**src/rtl/mycpu_fetch_unit_if.sv**
```systemverilog
// Fetch-stage bundle: redirect input, fetch-to-ID valid/ready handshake and
// the instruction SRAM request/response port.
interface mycpu_fetch_unit_if;
  logic        redirect_valid;
  logic [31:0] redirect_target;
  logic        out_ready;
  logic        out_valid;
  logic [31:0] out_pc;
  logic [31:0] out_inst;
  logic        inst_sram_en;
  logic [3:0]  inst_sram_wen;
  logic [31:0] inst_sram_addr;
  logic [31:0] inst_sram_wdata;
  logic [31:0] inst_sram_rdata;

  modport master (
    input  redirect_valid, redirect_target, out_ready, inst_sram_rdata,
    output out_valid, out_pc, out_inst,
    output inst_sram_en, inst_sram_wen, inst_sram_addr, inst_sram_wdata
  );

  modport slave (
    output redirect_valid, redirect_target, out_ready, inst_sram_rdata,
    input  out_valid, out_pc, out_inst,
    input  inst_sram_en, inst_sram_wen, inst_sram_addr, inst_sram_wdata
  );
endinterface

```
**src/rtl/mycpu_fetch_unit.sv**
```systemverilog
// Instruction fetch stage: owns the PC, issues one-cycle-latency SRAM reads and
// buffers returned words with their PC in a small FIFO feeding ID.
module mycpu_fetch_unit #(
  parameter logic [31:0] RESET_PC    = 32'hbfc00000,
  parameter int          QUEUE_DEPTH = 2
) (
  input  logic               clk,
  input  logic               rst,
  mycpu_fetch_unit_if.master fbus
);

  localparam int PW = $clog2(QUEUE_DEPTH);
  localparam int CW = PW + 1;

  logic [31:0] fetch_pc_q, fetch_pc_d;
  logic        pend_q, pend_d;
  logic [31:0] pend_pc_q, pend_pc_d;
  logic [PW-1:0] head_q, head_d;
  logic [PW-1:0] tail_q, tail_d;
  logic [CW-1:0] count_q, count_d;
  logic [31:0] mem_pc_q   [QUEUE_DEPTH];
  logic [31:0] mem_pc_d   [QUEUE_DEPTH];
  logic [31:0] mem_inst_q [QUEUE_DEPTH];
  logic [31:0] mem_inst_d [QUEUE_DEPTH];

  logic          out_valid_s;
  logic          pop_s;
  logic          push_s;
  logic          issue_s;
  logic [CW:0]   occ_s;
  logic          unused_tgt_s;

  assign unused_tgt_s = ^fbus.redirect_target[1:0];

  // Handshake terms and the issue decision (occupancy counts a same-cycle pop).
  always_comb begin
    out_valid_s = (count_q != CW'(0)) && !rst;
    pop_s       = out_valid_s && fbus.out_ready;
    push_s      = pend_q && !fbus.redirect_valid;
    occ_s       = {1'b0, count_q} + {{CW{1'b0}}, pend_q} - {{CW{1'b0}}, pop_s};
    issue_s     = !rst && !fbus.redirect_valid && (occ_s < (CW+1)'(QUEUE_DEPTH));
  end

  // Next-state for PC, in-flight tracking and FIFO; redirect flushes everything.
  always_comb begin
    fetch_pc_d = fetch_pc_q;
    pend_d     = 1'b0;
    pend_pc_d  = pend_pc_q;
    head_d     = head_q;
    tail_d     = tail_q;
    count_d    = count_q;
    mem_pc_d   = mem_pc_q;
    mem_inst_d = mem_inst_q;
    if (fbus.redirect_valid) begin
      fetch_pc_d = {fbus.redirect_target[31:2], 2'b00};
      head_d     = PW'(0);
      tail_d     = PW'(0);
      count_d    = CW'(0);
    end else begin
      if (issue_s) begin
        pend_d     = 1'b1;
        pend_pc_d  = fetch_pc_q;
        fetch_pc_d = fetch_pc_q + 32'd4;
      end else begin
        pend_d     = 1'b0;
      end
      if (push_s) begin
        mem_pc_d[tail_q]   = pend_pc_q;
        mem_inst_d[tail_q] = fbus.inst_sram_rdata;
        tail_d             = tail_q + PW'(1);
      end else begin
        tail_d = tail_q;
      end
      if (pop_s) begin
        head_d = head_q + PW'(1);
      end else begin
        head_d = head_q;
      end
      case ({push_s, pop_s})
        2'b10:   count_d = count_q + CW'(1);
        2'b01:   count_d = count_q - CW'(1);
        default: count_d = count_q;
      endcase
    end
  end

  // Control state with synchronous reset.
  always_ff @(posedge clk) begin
    if (rst) begin
      fetch_pc_q <= RESET_PC;
      pend_q     <= 1'b0;
      pend_pc_q  <= 32'h0;
      head_q     <= PW'(0);
      tail_q     <= PW'(0);
      count_q    <= CW'(0);
    end else begin
      fetch_pc_q <= fetch_pc_d;
      pend_q     <= pend_d;
      pend_pc_q  <= pend_pc_d;
      head_q     <= head_d;
      tail_q     <= tail_d;
      count_q    <= count_d;
    end
  end

  // FIFO storage; contents are qualified by count so need no reset.
  always_ff @(posedge clk) begin
    mem_pc_q   <= mem_pc_d;
    mem_inst_q <= mem_inst_d;
  end

  assign fbus.out_valid       = out_valid_s;
  assign fbus.out_pc          = mem_pc_q[head_q];
  assign fbus.out_inst        = mem_inst_q[head_q];
  assign fbus.inst_sram_en    = issue_s;
  assign fbus.inst_sram_addr  = fetch_pc_q;
  assign fbus.inst_sram_wen   = 4'b0000;
  assign fbus.inst_sram_wdata = 32'h0000_0000;

endmodule

```
**src/flat_wrapper.sv**
```systemverilog
// flat-port wrapper written by rule: the top's interface ports become plain ports
module mycpu_fetch_unit_flat 
#(
  parameter logic [31:0] RESET_PC    = 32'hbfc00000,
  parameter int          QUEUE_DEPTH = 2
)
  (clk, rst, fbus_redirect_valid, fbus_redirect_target, fbus_out_ready, fbus_inst_sram_rdata, fbus_out_valid, fbus_out_pc, fbus_out_inst, fbus_inst_sram_en, fbus_inst_sram_wen, fbus_inst_sram_addr, fbus_inst_sram_wdata);
  mycpu_fetch_unit_if fbus_i ();
  input  logic clk;
  input  logic rst;
  input wire logic [$bits(fbus_i.redirect_valid)-1:0] fbus_redirect_valid;
  input wire logic [$bits(fbus_i.redirect_target)-1:0] fbus_redirect_target;
  input wire logic [$bits(fbus_i.out_ready)-1:0] fbus_out_ready;
  input wire logic [$bits(fbus_i.inst_sram_rdata)-1:0] fbus_inst_sram_rdata;
  output wire logic [$bits(fbus_i.out_valid)-1:0] fbus_out_valid;
  output wire logic [$bits(fbus_i.out_pc)-1:0] fbus_out_pc;
  output wire logic [$bits(fbus_i.out_inst)-1:0] fbus_out_inst;
  output wire logic [$bits(fbus_i.inst_sram_en)-1:0] fbus_inst_sram_en;
  output wire logic [$bits(fbus_i.inst_sram_wen)-1:0] fbus_inst_sram_wen;
  output wire logic [$bits(fbus_i.inst_sram_addr)-1:0] fbus_inst_sram_addr;
  output wire logic [$bits(fbus_i.inst_sram_wdata)-1:0] fbus_inst_sram_wdata;
  assign fbus_i.redirect_valid = fbus_redirect_valid;
  assign fbus_i.redirect_target = fbus_redirect_target;
  assign fbus_i.out_ready = fbus_out_ready;
  assign fbus_i.inst_sram_rdata = fbus_inst_sram_rdata;
  assign fbus_out_valid = fbus_i.out_valid;
  assign fbus_out_pc = fbus_i.out_pc;
  assign fbus_out_inst = fbus_i.out_inst;
  assign fbus_inst_sram_en = fbus_i.inst_sram_en;
  assign fbus_inst_sram_wen = fbus_i.inst_sram_wen;
  assign fbus_inst_sram_addr = fbus_i.inst_sram_addr;
  assign fbus_inst_sram_wdata = fbus_i.inst_sram_wdata;
  mycpu_fetch_unit #(.RESET_PC(RESET_PC), .QUEUE_DEPTH(QUEUE_DEPTH)) u_core (.clk(clk), .rst(rst), .fbus(fbus_i));
endmodule
```
**config.mk**
```make
export PLATFORM = sky130hd
export DESIGN_NAME = mycpu_fetch_unit_flat
export DESIGN_NICKNAME = d
export VERILOG_FILES = /design/src/rtl/mycpu_fetch_unit_if.sv /design/src/rtl/mycpu_fetch_unit.sv /design/src/flat_wrapper.sv
export SDC_FILE = /design/constraint.sdc
export NUM_CORES = 1
export LEC_CHECK = 0
export CAP_MARGIN = 25
export CORE_MARGIN = 4
export CORE_UTILIZATION = 30
export CTS_CLUSTER_DIAMETER = 100
export DETAILED_ROUTE_END_ITERATION = 8
export SYNTH_ARGS = -nofsm -noshare
export SYNTH_HDL_FRONTEND = slang
export SYNTH_SLANG_ARGS = --single-unit
```
**constraint.sdc**
```tcl
create_clock -name clk -period 4 [get_ports clk]
set_input_delay 0.4 -clock clk [delete_from_list [all_inputs] [get_ports clk]]
set_output_delay 0.4 -clock clk [all_outputs]
set_load 0.05 [all_outputs]
```
## After elaboration in Yosys (flattened, before gate mapping)

Cells that the tools add are included.

- Output and inout port bits: 134
- Word-level logic and storage cells: 55
- Register bits: 197

- $lt $le $gt $ge: 4
- Reduce and logical (&&, ||, !) cells: 14
- Muxes and demuxes: 14
- Equal/unequal tests: 2
- Add/sub/neg operators: 7
- Bitwise operators: 3

Operators by type and width:

| cell | number |
|---|---|
| 32-bit two-way mux | 9 |
| 64-bit bitwise mux | 2 |
| 32-bit by 3-bit adder with 32-bit output (second input constant) | 1 |
| 32-bit demux with 1-bit select | 1 |
| 1-bit logical AND | 6 |
| 2-bit nonzero test | 3 |
| 2-bit greater-or-equal comparator (second input constant) | 2 |
| 1-bit NOT with 2-bit output | 2 |
| 2-bit case mux with 2 select lines | 1 |
| 2-bit AND reduction | 2 |
| 2-bit by 1-bit adder with 3-bit output | 1 |
| 3-bit by 2-bit less-than comparator with 1-bit output (second input constant) | 1 |
| 3-bit by 1-bit subtractor with 3-bit output | 1 |
| 1-bit adder (second input constant) | 2 |
| 2-bit by 1-bit adder with 2-bit output (second input constant) | 1 |
| 2-bit by 1-bit equality test with 1-bit output (second input constant) | 1 |
| 2-bit equality test (second input constant) | 1 |
| 1-bit zero test | 2 |
| 2-bit by 1-bit less-than comparator with 1-bit output (second input constant) | 1 |
| 2-bit OR reduction | 1 |
| 2-bit by 1-bit subtractor with 2-bit output (second input constant) | 1 |
| 1-bit two-way mux | 1 |
| 1-bit NOT | 1 |

## Logic depth before layout (Yosys ltp)

- Depth in word-level cells: 8
- Gate-level depth with buffers: 11
- Depth with buffers taken out: 10

## Least setup slack after synthesis

Ideal clock, no wire load.

- Path type: input -> register
- Start point: in fbus_redirect_valid
- End point: reg u_core.mem_inst_q[32] in the netlist's numbering (enable)
- Data required time: 3.518 ns
- Stages: 6
- Setup slack: -0.368 ns
- Path buffers: 3
- Arrival time: 3.886 ns
- Library setup time: 0.482 ns
- Path through: buf_2 > inv_1 > clkbuf_1 > buf_1 > nand2_1 > nor2_1

- Cells in the longest elaborated chain, start to end: 3

Ends and longest elaborated chain:

| element | RTL line | source |
|---|---|---|
| start, declared | flat_wrapper.sv:11 | `input wire logic [$bits(fbus_i.redirect_valid)-1:0] fbus_redirect_valid;` |
| 1-bit zero test | mycpu_fetch_unit.sv:39 | `push_s = pend_q && !fbus.redirect_valid;` |
| 1-bit logical AND | mycpu_fetch_unit.sv:39 |  |
| 2-bit AND reduction (no line) (*) | n/a |  |
| end signal, assigned | mycpu_fetch_unit.sv:109 | `mem_inst_q <= mem_inst_d;` |
| end, declared | mycpu_fetch_unit.sv:23 | `logic [31:0] mem_inst_q [QUEUE_DEPTH];` |

Every way passes the cells marked *; elsewhere a longest branch is shown, timed or not.
A chain may end at the register's enable or synchronous reset.

## Final worst setup path

- Start point: reg u_core.count_q[1]
- End point: out fbus_inst_sram_en

- Cells in the longest elaborated chain, start to end: 6

Ends and longest elaborated chain:

| element | RTL line | source |
|---|---|---|
| start, declared | mycpu_fetch_unit.sv:20 | `logic [CW-1:0] count_q, count_d;` |
| start signal, assigned | mycpu_fetch_unit.sv:102 | `count_q <= count_d;` |
| 2-bit nonzero test | mycpu_fetch_unit.sv:37 | `out_valid_s = (count_q != CW'(0)) && !rst;` |
| 1-bit logical AND | mycpu_fetch_unit.sv:37 |  |
| 1-bit logical AND | mycpu_fetch_unit.sv:38 | `pop_s = out_valid_s && fbus.out_ready;` |
| net u_core.pop_s | mycpu_fetch_unit.sv:27 | `logic pop_s;` |
| 3-bit by 1-bit subtractor with 3-bit output | mycpu_fetch_unit.sv:40 | `occ_s = {1'b0, count_q} + {{CW{1'b0}}, pend_q} - {{CW{1'b0}}, pop_s};` |
| 3-bit by 2-bit less-than comparator with 1-bit output | mycpu_fetch_unit.sv:41 | `issue_s = !rst && !fbus.redirect_valid && (occ_s < (CW+1)'(QUEUE_DEPTH));` |
| 1-bit logical AND | mycpu_fetch_unit.sv:41 |  |
| end, declared | flat_wrapper.sv:18 | `output wire logic [$bits(fbus_i.inst_sram_en)-1:0] fbus_inst_sram_en;` |

The timed path passes the listed nets, and every way through them passes these cells.

==> impl_metrics.py <==
metrics = {
    "clock_tree": {
        "clock_tree.buffer_depth": 2,
        "cts_tree": "done",
        "cts_buffers": 17,
        "clk_pin_slew_ns": 0.07,
        "clk_latency_ns": 0.43,
        "clock_sinks": 189,
        "root_buffer": "clkbuf_16",
        "cts_max_level": 4,
    },
    "detailed_routing": {
        "dr.pass1.iters": 5,
        "viasPerCell": 4.76,
        "routed_wl_um": 19900,
        "routed-via-count": 5352,
        "wl_per_cell_um": 17.7,
        "detail_route.drc_violations": 0,
        "ant_nets": 0,
        "drt_iter0_drc": 289,
    },
    "layout": {
        "drive_gt1_frac": 0.144,
        "areaGrowthSynthToFinish_pct": 30.9,
        "num_antenna_cells": 0,
        "final_common_cell": "clkdlybuf4s50_1",
        "nNetsFinal": 849,
        "post-route-util": 0.397,
        "nFillCells": 2477,
        "final_cell_mix": "157 x clkdlybuf4s50_1, 124 x edfxtp_1, 75 x nand2_1",
    },
    "timing": {
        "worst_slew_pin_slew_ns": 0.971,
        "timing.setup.tns_ns": 0,
        "grt_setup_unrepaired": "false",
        "setup_slack_ns": 0.316,
        "setup_violations": 0,
        "fin_crit_ns": 3.68,
        "fin_skew_ns": 0.0112,
        "whs_ns": 0.453,
        "fmax_ghz": 0.271,
        "max-slew-margin-rel": 0.353,
        "finalCritPeriodShare": 0.921,
        "hold_viol": 0,
        "final-max-slew-violation-count": 0,
    },
    "global_route": {
        "grt_use_total": 0.135,
        "grt_max_degree": 67,
        "antenna_found_initial": 0,
        "grt_pass1_wl_um": 30200,
        "grt_pass1_vias": 5218,
        "grt_overflow_total": 0,
    },
    "worst_setup_path": {
        "r2r_end": "u_core.fbus.inst_sram_addr[28]",
        "end_kind": "output pin",
        "critPathMaxStageDelay_ns": 0.54,
        "r2r_start": "u_core.count_q[1]",
        "critPathLaunchType": "flop",
        "r2r_cells": 10,
        "reg2reg_slack_ns": 0.49,
        "cp_top_family": "adder cells",
        "crit_buf_inv": 2,
        "worstPathRequired_ns": 3.60,
        "crit_fanout": 23,
        "cpMaxStageDelayCell": "dfxtp_1",
        "path_cells": "o21ba_2 -> and2_1 -> ha_1 -> nand2b_1 -> fa_1 -> xnor2_4 -> nand3_4 -> inv_1 -> buf_12",
        "path_class": "reg2out",
        "crit_arrival_ns": 3.28,
    },
    "synthesis": {
        "netlist_top_cells_area": "edfxtp_1 47%, dfxtp_1 17%, mux2_2 8.9%",
        "yosysSeqAreaShare": 0.637,
        "syn_area_per_cell_sq_um": 12.7,
        "synth_top_area_share": 0.472,
        "yosys_warnings": 0,
        "yosys.area.top_type": "edfxtp_1",
        "synth_edf_count": 124,
        "synth_seq_cells": 189,
        "synth_area_sq_um": 7890,
        "yosysUniqueCellTypes": 53,
        "async_flop_share": 0,
        "synth_flop_cell": "edfxtp_1",
        "syn_inst": 623,
    },
    "min_path": {
        "hold_path.class": "reg2reg",
        "hold_start": "u_core.pend_pc_q[24]",
        "holdPathEnd": "u_core.mem_pc_q[24]",
        "hold_path_depth": 0,
    },
    "power_and_ir_drop": {
        "p_leak_uw": 0.00351,
        "vdd_drop_max_v": 0.000346,
        "power.density_nw_per_um2": 426,
    },
    "die": {
        "die_width_um": 170,
        "rows": 59,
        "core_sq_um": 26000,
        "pin_count": 202,
        "start_util": 0.303,
        "die_area_sq_um": 28900,
        "dieHeight_um": 170,
    },
    "run": {
        "maxCapViolCount": 0,
    },
    "place": {
        "post-dp-hpwl_um": 13300,
        "place_congestion": 0.793,
        "place.port_buffers": 159,
        "dp_worst_setup_slack_ns": 0.416,
    },
    "run_status": {
        "status": "complete, no violations",
    },
}
report_power, final:
group	switching (uW)	leakage (uW)	total [uW]	internal [uW]
clock	716	0.000283	1670	958
sequential	55.3	0.00168	2190	2130
combinational	352	0.00155	531	179
total	1120	0.00351	4390	3270
per-stage QoR:
stage               power [uW]  std cells  cell area [sq um]
floorplan                 2590        662               8040
global placement          2760       1093               9730
detailed placement        2770       1093               9730
CTS                       4440       1125              10300
global route              4570       1125              10300
finish                    4390       1125              10300
layer usage:
layer	vias up	track usage	part of all wire
met5	-	0	0
met1	2596	0.174	0.44
met3	18	0.0332	0.067
li1	2549	-	-
met4	0	0.0455	0.012
met2	189	0.221	0.48
flip-flops by register name, summed over array words and instances (netlist names):
register and count:
u_core.pend_pc_q 30, u_core.tail_q 1, u_core.mem_pc_q 60, u_core.head_q 1, u_core.count_q 2, u_core.pend_q 1, u_core.fbus.inst_sram_addr 30, u_core.mem_inst_q 64
worst max-delay path by stage:
stage                            startpoint                 to  slack (ns)  cells after the start
after floorplan           u_core.count_q[1]  fbus_inst_sram_en        0.46                      9
after global placement       fbus_out_ready  fbus_inst_sram_en        0.45                      9
after detailed placement     fbus_out_ready  fbus_inst_sram_en        0.42                      9
after CTS                 u_core.count_q[1]  fbus_inst_sram_en        0.05                      9
after global routing      u_core.count_q[1]  fbus_inst_sram_en        0.09                      9
final                     u_core.count_q[1]  fbus_inst_sram_en        0.32                      9
Yosys cell counts (all sizes together), types with 2 or more instances:
master,count
xor2,4
or4,6
a211oi,7
o311ai,8
nand3,12
o31a,3
o31ai,5
a31oi,12
nand2,76
and2,5
nor2,25
nand4,12
nor3,9
and4,5
a21oi,33
o21ai,9
clkbuf,20
xnor2,7
edfxtp,124
nor4,5
mux2,62
dfxtp,65
a311oi,6
inv,9
ha,3
or3,9
and3,7
a221oi,2
buf,55
cell families (layout without fill, tap and decap cells):
group | Yosys count | in the layout | share of synthesized area
compound gates | 95 | 95 | 0.0811
xor+xnor | 11 | 11 | 0.0146
fa+ha+maj | 4 | 4 | 0.00730
buf+inv | 84 | 212 | 0.0606
flops | 189 | 189 | 0.637
mux | 62 | 62 | 0.0885
other cells | 1 | 40 | 0.000476
simple gates | 177 | 177 | 0.110
worst reg2reg max path, cell delays in order, from the launching register on:
cell	delay, ns
dfxtp_1	0.54
o21ba_2	0.22
and2_1	0.20
ha_1	0.25
nand2b_1	0.15
fa_1	0.48
xnor2_4	0.26
buf_4	0.21
nand2_2	0.24
or3_1	0.53
o311a_1	0.31
final cells by class:
type / instances / area [sq um] / area share
Sequential cell: 189 / 5030 / 0.487
Multi-Input combinational cell: 389 / 2550 / 0.248
Timing Repair Buffer: 171 / 1700 / 0.165
Clock buffer: 25 / 508 / 0.0492
Tap cell: 335 / 419 / 0.0406
Clock inverter: 7 / 78.8 / 0.00764
Inverter: 9 / 33.8 / 0.00327
what timing repair did:
| action | CTS | global route |
|---|---|---|
| gates resized for setup | 0 | 1 |
| hold buffers | 0 | 0 |
| setup endpoints to repair | 0 | 1 |
| setup buffers | 0 | 0 |
No activity file was read; power rests on OpenSTA's default activity.
